$ cat src/rtl/serial_subtractor.sv
`default_nettype none
// ============================================================================
// Module   : serial_subtractor
// Brief    : Bit-serial two's-complement subtractor. Computes A - B one bit
//            per clock as A + ~B + 1 through a single full-adder cell and a
//            registered carry, with a START/BUSY/DONE handshake. Result and
//            flags are registered and held until the next completion.
// Revision : 1.0 - initial release
// ============================================================================
module serial_subtractor #(
    parameter int WIDTH = 32,
    parameter int CNT_W = 6
) (
    input  logic             CLK,
    input  logic             RST,
    input  logic             START,
    input  logic [WIDTH-1:0] A,
    input  logic [WIDTH-1:0] B,
    output logic [WIDTH-1:0] Y,
    output logic             BORROW,
    output logic             OVERFLOW,
    output logic             ZERO,
    output logic             BUSY,
    output logic             DONE
);

    typedef enum logic [1:0] {
        S_IDLE = 2'd0,
        S_RUN  = 2'd1,
        S_FIN  = 2'd2
    } state_t;

    // Counter value of the edge that processes the MSB
    localparam logic [CNT_W-1:0] c_LAST = CNT_W'(WIDTH - 1);

    state_t           r_state;
    state_t           w_next_state;

    logic [WIDTH-1:0] r_sa;        // minuend, shifted right each bit
    logic [WIDTH-1:0] r_sb;        // inverted subtrahend, shifted right
    logic [WIDTH-2:0] r_res;       // partially assembled difference
    logic             r_carry;
    logic [CNT_W-1:0] r_cnt;
    logic             r_or;        // OR of all sum bits produced so far

    logic [WIDTH-1:0] r_y;
    logic             r_borrow;
    logic             r_ovf;
    logic             r_zero;

    logic             w_a;
    logic             w_b;
    logic             w_s;
    logic             w_cout;
    logic             w_last;
    logic             w_accept;
    logic             w_busy;
    logic             w_done;
    logic [WIDTH-1:0] w_res_next;

    // Full-adder cell on the current LSBs; the new sum bit enters at the MSB
    assign w_a        = r_sa[0];
    assign w_b        = r_sb[0];
    assign w_s        = w_a ^ w_b ^ r_carry;
    assign w_cout     = (w_a & w_b) | (w_a & r_carry) | (w_b & r_carry);
    assign w_last     = (r_cnt == c_LAST);
    assign w_res_next = {w_s, r_res};

    // State register
    always_ff @(posedge CLK or posedge RST) begin
        if (RST) begin
            r_state <= S_IDLE;
        end else begin
            r_state <= w_next_state;
        end
    end

    // Next-state and handshake decode; START is honoured in IDLE and FIN only
    always_comb begin
        w_next_state = r_state;
        w_accept     = 1'b0;
        w_busy       = 1'b0;
        w_done       = 1'b0;
        case (r_state)
            S_IDLE: begin
                if (START) begin
                    w_accept     = 1'b1;
                    w_next_state = S_RUN;
                end
            end
            S_RUN: begin
                w_busy = 1'b1;
                if (w_last) begin
                    w_next_state = S_FIN;
                end
            end
            S_FIN: begin
                w_done = 1'b1;
                if (START) begin
                    w_accept     = 1'b1;
                    w_next_state = S_RUN;
                end else begin
                    w_next_state = S_IDLE;
                end
            end
            default: begin
                w_next_state = S_IDLE;
            end
        endcase
    end

    // Operand capture and one-bit-per-cycle datapath
    always_ff @(posedge CLK or posedge RST) begin
        if (RST) begin
            r_sa    <= '0;
            r_sb    <= '0;
            r_res   <= '0;
            r_carry <= 1'b0;
            r_cnt   <= '0;
            r_or    <= 1'b0;
        end else if (w_accept) begin
            r_sa    <= A;
            r_sb    <= ~B;
            r_carry <= 1'b1;          // the +1 of the two's complement
            r_cnt   <= '0;
            r_or    <= 1'b0;
        end else if (r_state == S_RUN) begin
            r_sa    <= r_sa >> 1;
            r_sb    <= r_sb >> 1;
            r_res   <= w_res_next[WIDTH-1:1];
            r_carry <= w_cout;
            r_cnt   <= r_cnt + CNT_W'(1);
            r_or    <= r_or | w_s;
        end
    end

    // Result and flags update only on the edge that finishes the MSB;
    // r_carry at that point is the carry into the MSB
    always_ff @(posedge CLK or posedge RST) begin
        if (RST) begin
            r_y      <= '0;
            r_borrow <= 1'b0;
            r_ovf    <= 1'b0;
            r_zero   <= 1'b0;
        end else if ((r_state == S_RUN) && w_last) begin
            r_y      <= w_res_next;
            r_borrow <= ~w_cout;
            r_ovf    <= r_carry ^ w_cout;
            r_zero   <= ~(r_or | w_s);
        end
    end

    assign Y        = r_y;
    assign BORROW   = r_borrow;
    assign OVERFLOW = r_ovf;
    assign ZERO     = r_zero;
    assign BUSY     = w_busy;
    assign DONE     = w_done;

endmodule
`default_nettype wire

$ cat config.mk
export PLATFORM = sky130hd
export DESIGN_NAME = serial_subtractor
export DESIGN_NICKNAME = d
export VERILOG_FILES = /design/src/rtl/serial_subtractor.sv
export SDC_FILE = /design/constraint.sdc
export NUM_CORES = 1
export LEC_CHECK = 0
export CAP_MARGIN = 20
export CORE_ASPECT_RATIO = 0.7
export CORE_UTILIZATION = 50
export CTS_CLUSTER_SIZE = 40
export DETAILED_ROUTE_END_ITERATION = 12
export HOLD_SLACK_MARGIN = 0.03
export PLACE_DENSITY = 0.86
export SETUP_SLACK_MARGIN = 0.1
export SLEW_MARGIN = 20
export SYNTH_ARGS = -nofsm -noshare
export SYNTH_HDL_FRONTEND = slang
export SYNTH_SLANG_ARGS = --single-unit
$ cat constraint.sdc
create_clock -name CLK -period 11.9 [get_ports CLK]
set_input_delay 3.57 -clock CLK [delete_from_list [all_inputs] [get_ports CLK]]
set_output_delay 3.57 -clock CLK [all_outputs]
set_load 0.01 [all_outputs]
==> results by group <==
Timing
  • Unrepaired setup endpoints after global routing: false
  • FMAX: 0.175 GHz
  • Slew @ Worst Pin: 1010 ps
  • Final period utilization: 0.479
  • Setup violators final: 0
  • Fin. Hold Viols: 0
  • Setup TNS: 0 ps
  • Pins over their slew limit: 0
  • Relative slew margins: 0.329
  • Clock skew: 6.68 ps
  • Crit path time final: 5700 ps

Yosys
  • Main flop type after synthesis: dfrtp_1
  • Cell with the most instances after synthesis: dfrtp_1
  • Net count after synthesis: 569
  • Yosys warnings: 0
  • Count of state elements after synthesis: 140
  • Cells after Synth: 500
  • Unique masters post-synth: 32
  • Dominant cells by area after synthesis: dfrtp_1 63%, mux2_2 6.8%, nand2_1 6.6%
  • Post-Syn Area: 5590 sq um
  • Syn_area_per_cell: 11.2 sq um
  • Seq/Total Area, Yosys: 0.627
  • Number of synthesized flops with an enable pin: 0
  • Commonest cells post-synth: 140 x dfrtp_1, 99 x nand2_1, 62 x nor2_1, 34 x mux2_2, 31 x a221o_1
  • Post-synth top area share: 0.627
  • Largest area contributor in the netlist: dfrtp_1
  • Asr flop ratio synth: 1.00

Worst setup path
  • Highest fanout seen on the critical path: 70
  • CP max stage delay: 580 ps
  • CP endpoint kind: primary output
  • Critical path class: flop to primary output
  • Crit path cell chain: nand2b_2 -> buf_4 -> clkinv_2 -> clkdlybuf4s50_1
  • Crit path DAT: 2130 ps
  • CP max stage cell: buf_4
  • Setup crit start kind: flop
  • CP Data Required Time: 8330 ps

Place
  • Post-DP HPWL: 7410 microns
  • Placed cells: 722
  • IO Port Bufs: 103
  • Placed cell area: 6700 sq um
  • GPL Wtd Cong: 0.766

Layout
  • Share of cells above drive strength 1: 0.130
  • Area Growth Syn to Fin: 30.8%
  • Nets: 662
  • Layout Cells excl Fill: 754
  • ANT cells: 0
  • Design area: 7310 sq um

Clocking
  • Clock Path Buffers: 2
  • CTS H-Tree Depth: 4
  • CTS root buffer: clkbuf_16
  • CTS buffer count: 17
  • Clock Latency Late Sink: 410 ps
  • # resized after CTS: 0
  • Setup repair bufs after CTS: 0
  • Cts hold-fix bufs: 0
  • Worst-path clk slew: 60 ps
  • TritonCTS clock tree: done
  • CTS Sinks: 140

Routing
  • Met2 wire length: 5330 microns
  • Routed length on met3: 967 microns
  • First DRT Iteration DRCs: 302
  • Detailed-route via count: 4073
  • Routed WL: 11800 microns
  • Via-to-Cell Ratio: 5.40
  • DRC viols: 0
  • Avg WL per Cell: 15.7 microns
  • Met1 WL: 5400 microns
  • DR pass1 iterations: 4
  • DR top layer: met4
  • Antenna-violating nets left: 0

Floorplan
  • Initial Utilization: 0.528
  • Core box area: 10600 sq um
  • Io pins: 104
  • Row cnt: 31
  • Die width: 128 microns
  • Die Span Y: 90.5 microns
  • Die area: 11600 sq um

GRT
  • All-Layer GR Usage: 0.223
  • Number of global-route vias before repair: 4066
  • Pin count of the biggest net entering global routing: 100
  • Total grt overflow: 0
  • Initial antenna violation count: 0
  • First-pass GRT wire length: 19900 microns

Power and ir drop
  • Worst ir drop on vdd: 0.0976 mV
  • Leakage: 3.49 nW
  • Power density cells: 143 nW/um^2

Status
  • Status: finished clean

Min path
  • Type of the worst min-delay path: flop to flop

Job
  • Max Cap Violations: 0
[layout make-up]
cell class	count	area, sq um
inverter	6	28.8
multi-input combinational	318	1900
clock inverter	11	141
clock buffer	21	470
tap	148	185
timing repair buffer	110	1080
sequential	140	3500
fill	736	3280
[sequential cells by signal (all words and copies together) (netlist names), 2 cells and up]
register / count
Y: 32
r_state: 2
r_sa: 32
r_sb: 32
r_cnt: 6
r_res: 31
[placed cells by master, fill, tap and decap left out, types with 2 or more instances in the layout]
cell             count
dfrtp_1            140
clkdlybuf4s50_1    103
buf_4                7
bufinv_16            3
nor3_1              29
nand2b_2             2
clkinvlp_4           3
nand4_1              2
nand3_1              2
mux2_2              34
nor2b_1              3
clkbuf_8             3
inv_1                4
o22ai_1             30
a21oi_1              2
nor2_1              62
nand2_1             99
clkbuf_16           17
a22o_1               3
a221o_1             31
mux2i_1              4
xnor2_1              2
clkinv_2             5
o21ai_0              2
[critical path: cells and delay by family (launching register included)]
kind                   cells  cell delay (ps)
buffers and inverters      3             1210
flip-flops                 1              410
AND/OR/NAND/NOR            1               80
[metal layers]
layer / vias up / GRT usage
li1: 1932 / -
met1: 1986 / 0.306
met2: 141 / 0.333
met3: 14 / 0.0782
met4: 0 / 0.0657
met5: - / 0
[path summary, 6_finish.rpt]
| kind | from | to | depth (start not counted) | slack (ps) |
|---|---|---|---|---|
| max | r_state[0] | BUSY | 4 | 6200 |
| min | r_res[0] | r_res[0] | 2 | 490 |
| max reg2reg | r_state[1] | r_sb[22] | 7 | 9240 |
| min reg2reg | r_res[0] | r_res[0] | 2 | 490 |
| max in group asynchronous | RST | r_sa[8] | 3 | 6940 |
| min in group asynchronous | RST | Y[19] | 2 | 3620 |
[power breakdown]
part	total (W)	switching, W	internal, W
clock network	0.000533	0.000188	0.000345
registers	0.000482	0.00000232	0.000480
logic	0.0000347	0.0000141	0.0000206
total	0.00105	0.000205	0.000845
[through the flow]
stage | util | hold slack, ps | total power [W] | worst slack [ps]
after detailed placement | 0.633 | 479 | 0.000525 | 6420
after CTS | 0.691 | 496 | 0.00106 | 6190
final | 0.691 | 490 | 0.00105 | 6200
after floorplan | - | 440 | 0.000499 | 4580
after global routing | 0.691 | 523 | 0.00108 | 6040
after global placement | 0.633 | 452 | 0.000525 | 6510
[cells by family after synthesis]
| group | after synthesis | synth area share |
|---|---|---|
| muxes | 38 | 0.0756 |
| xor gates and xnor gates | 2 | 0.00313 |
| buffers and inverters | 42 | 0.0349 |
| AOI/OAI and AO/OA | 73 | 0.104 |
| and+or+nand+nor | 203 | 0.150 |
| DFF | 140 | 0.627 |
| adders and majority gates | 2 | 0.00582 |
Power figures use the tool's default switching activity.
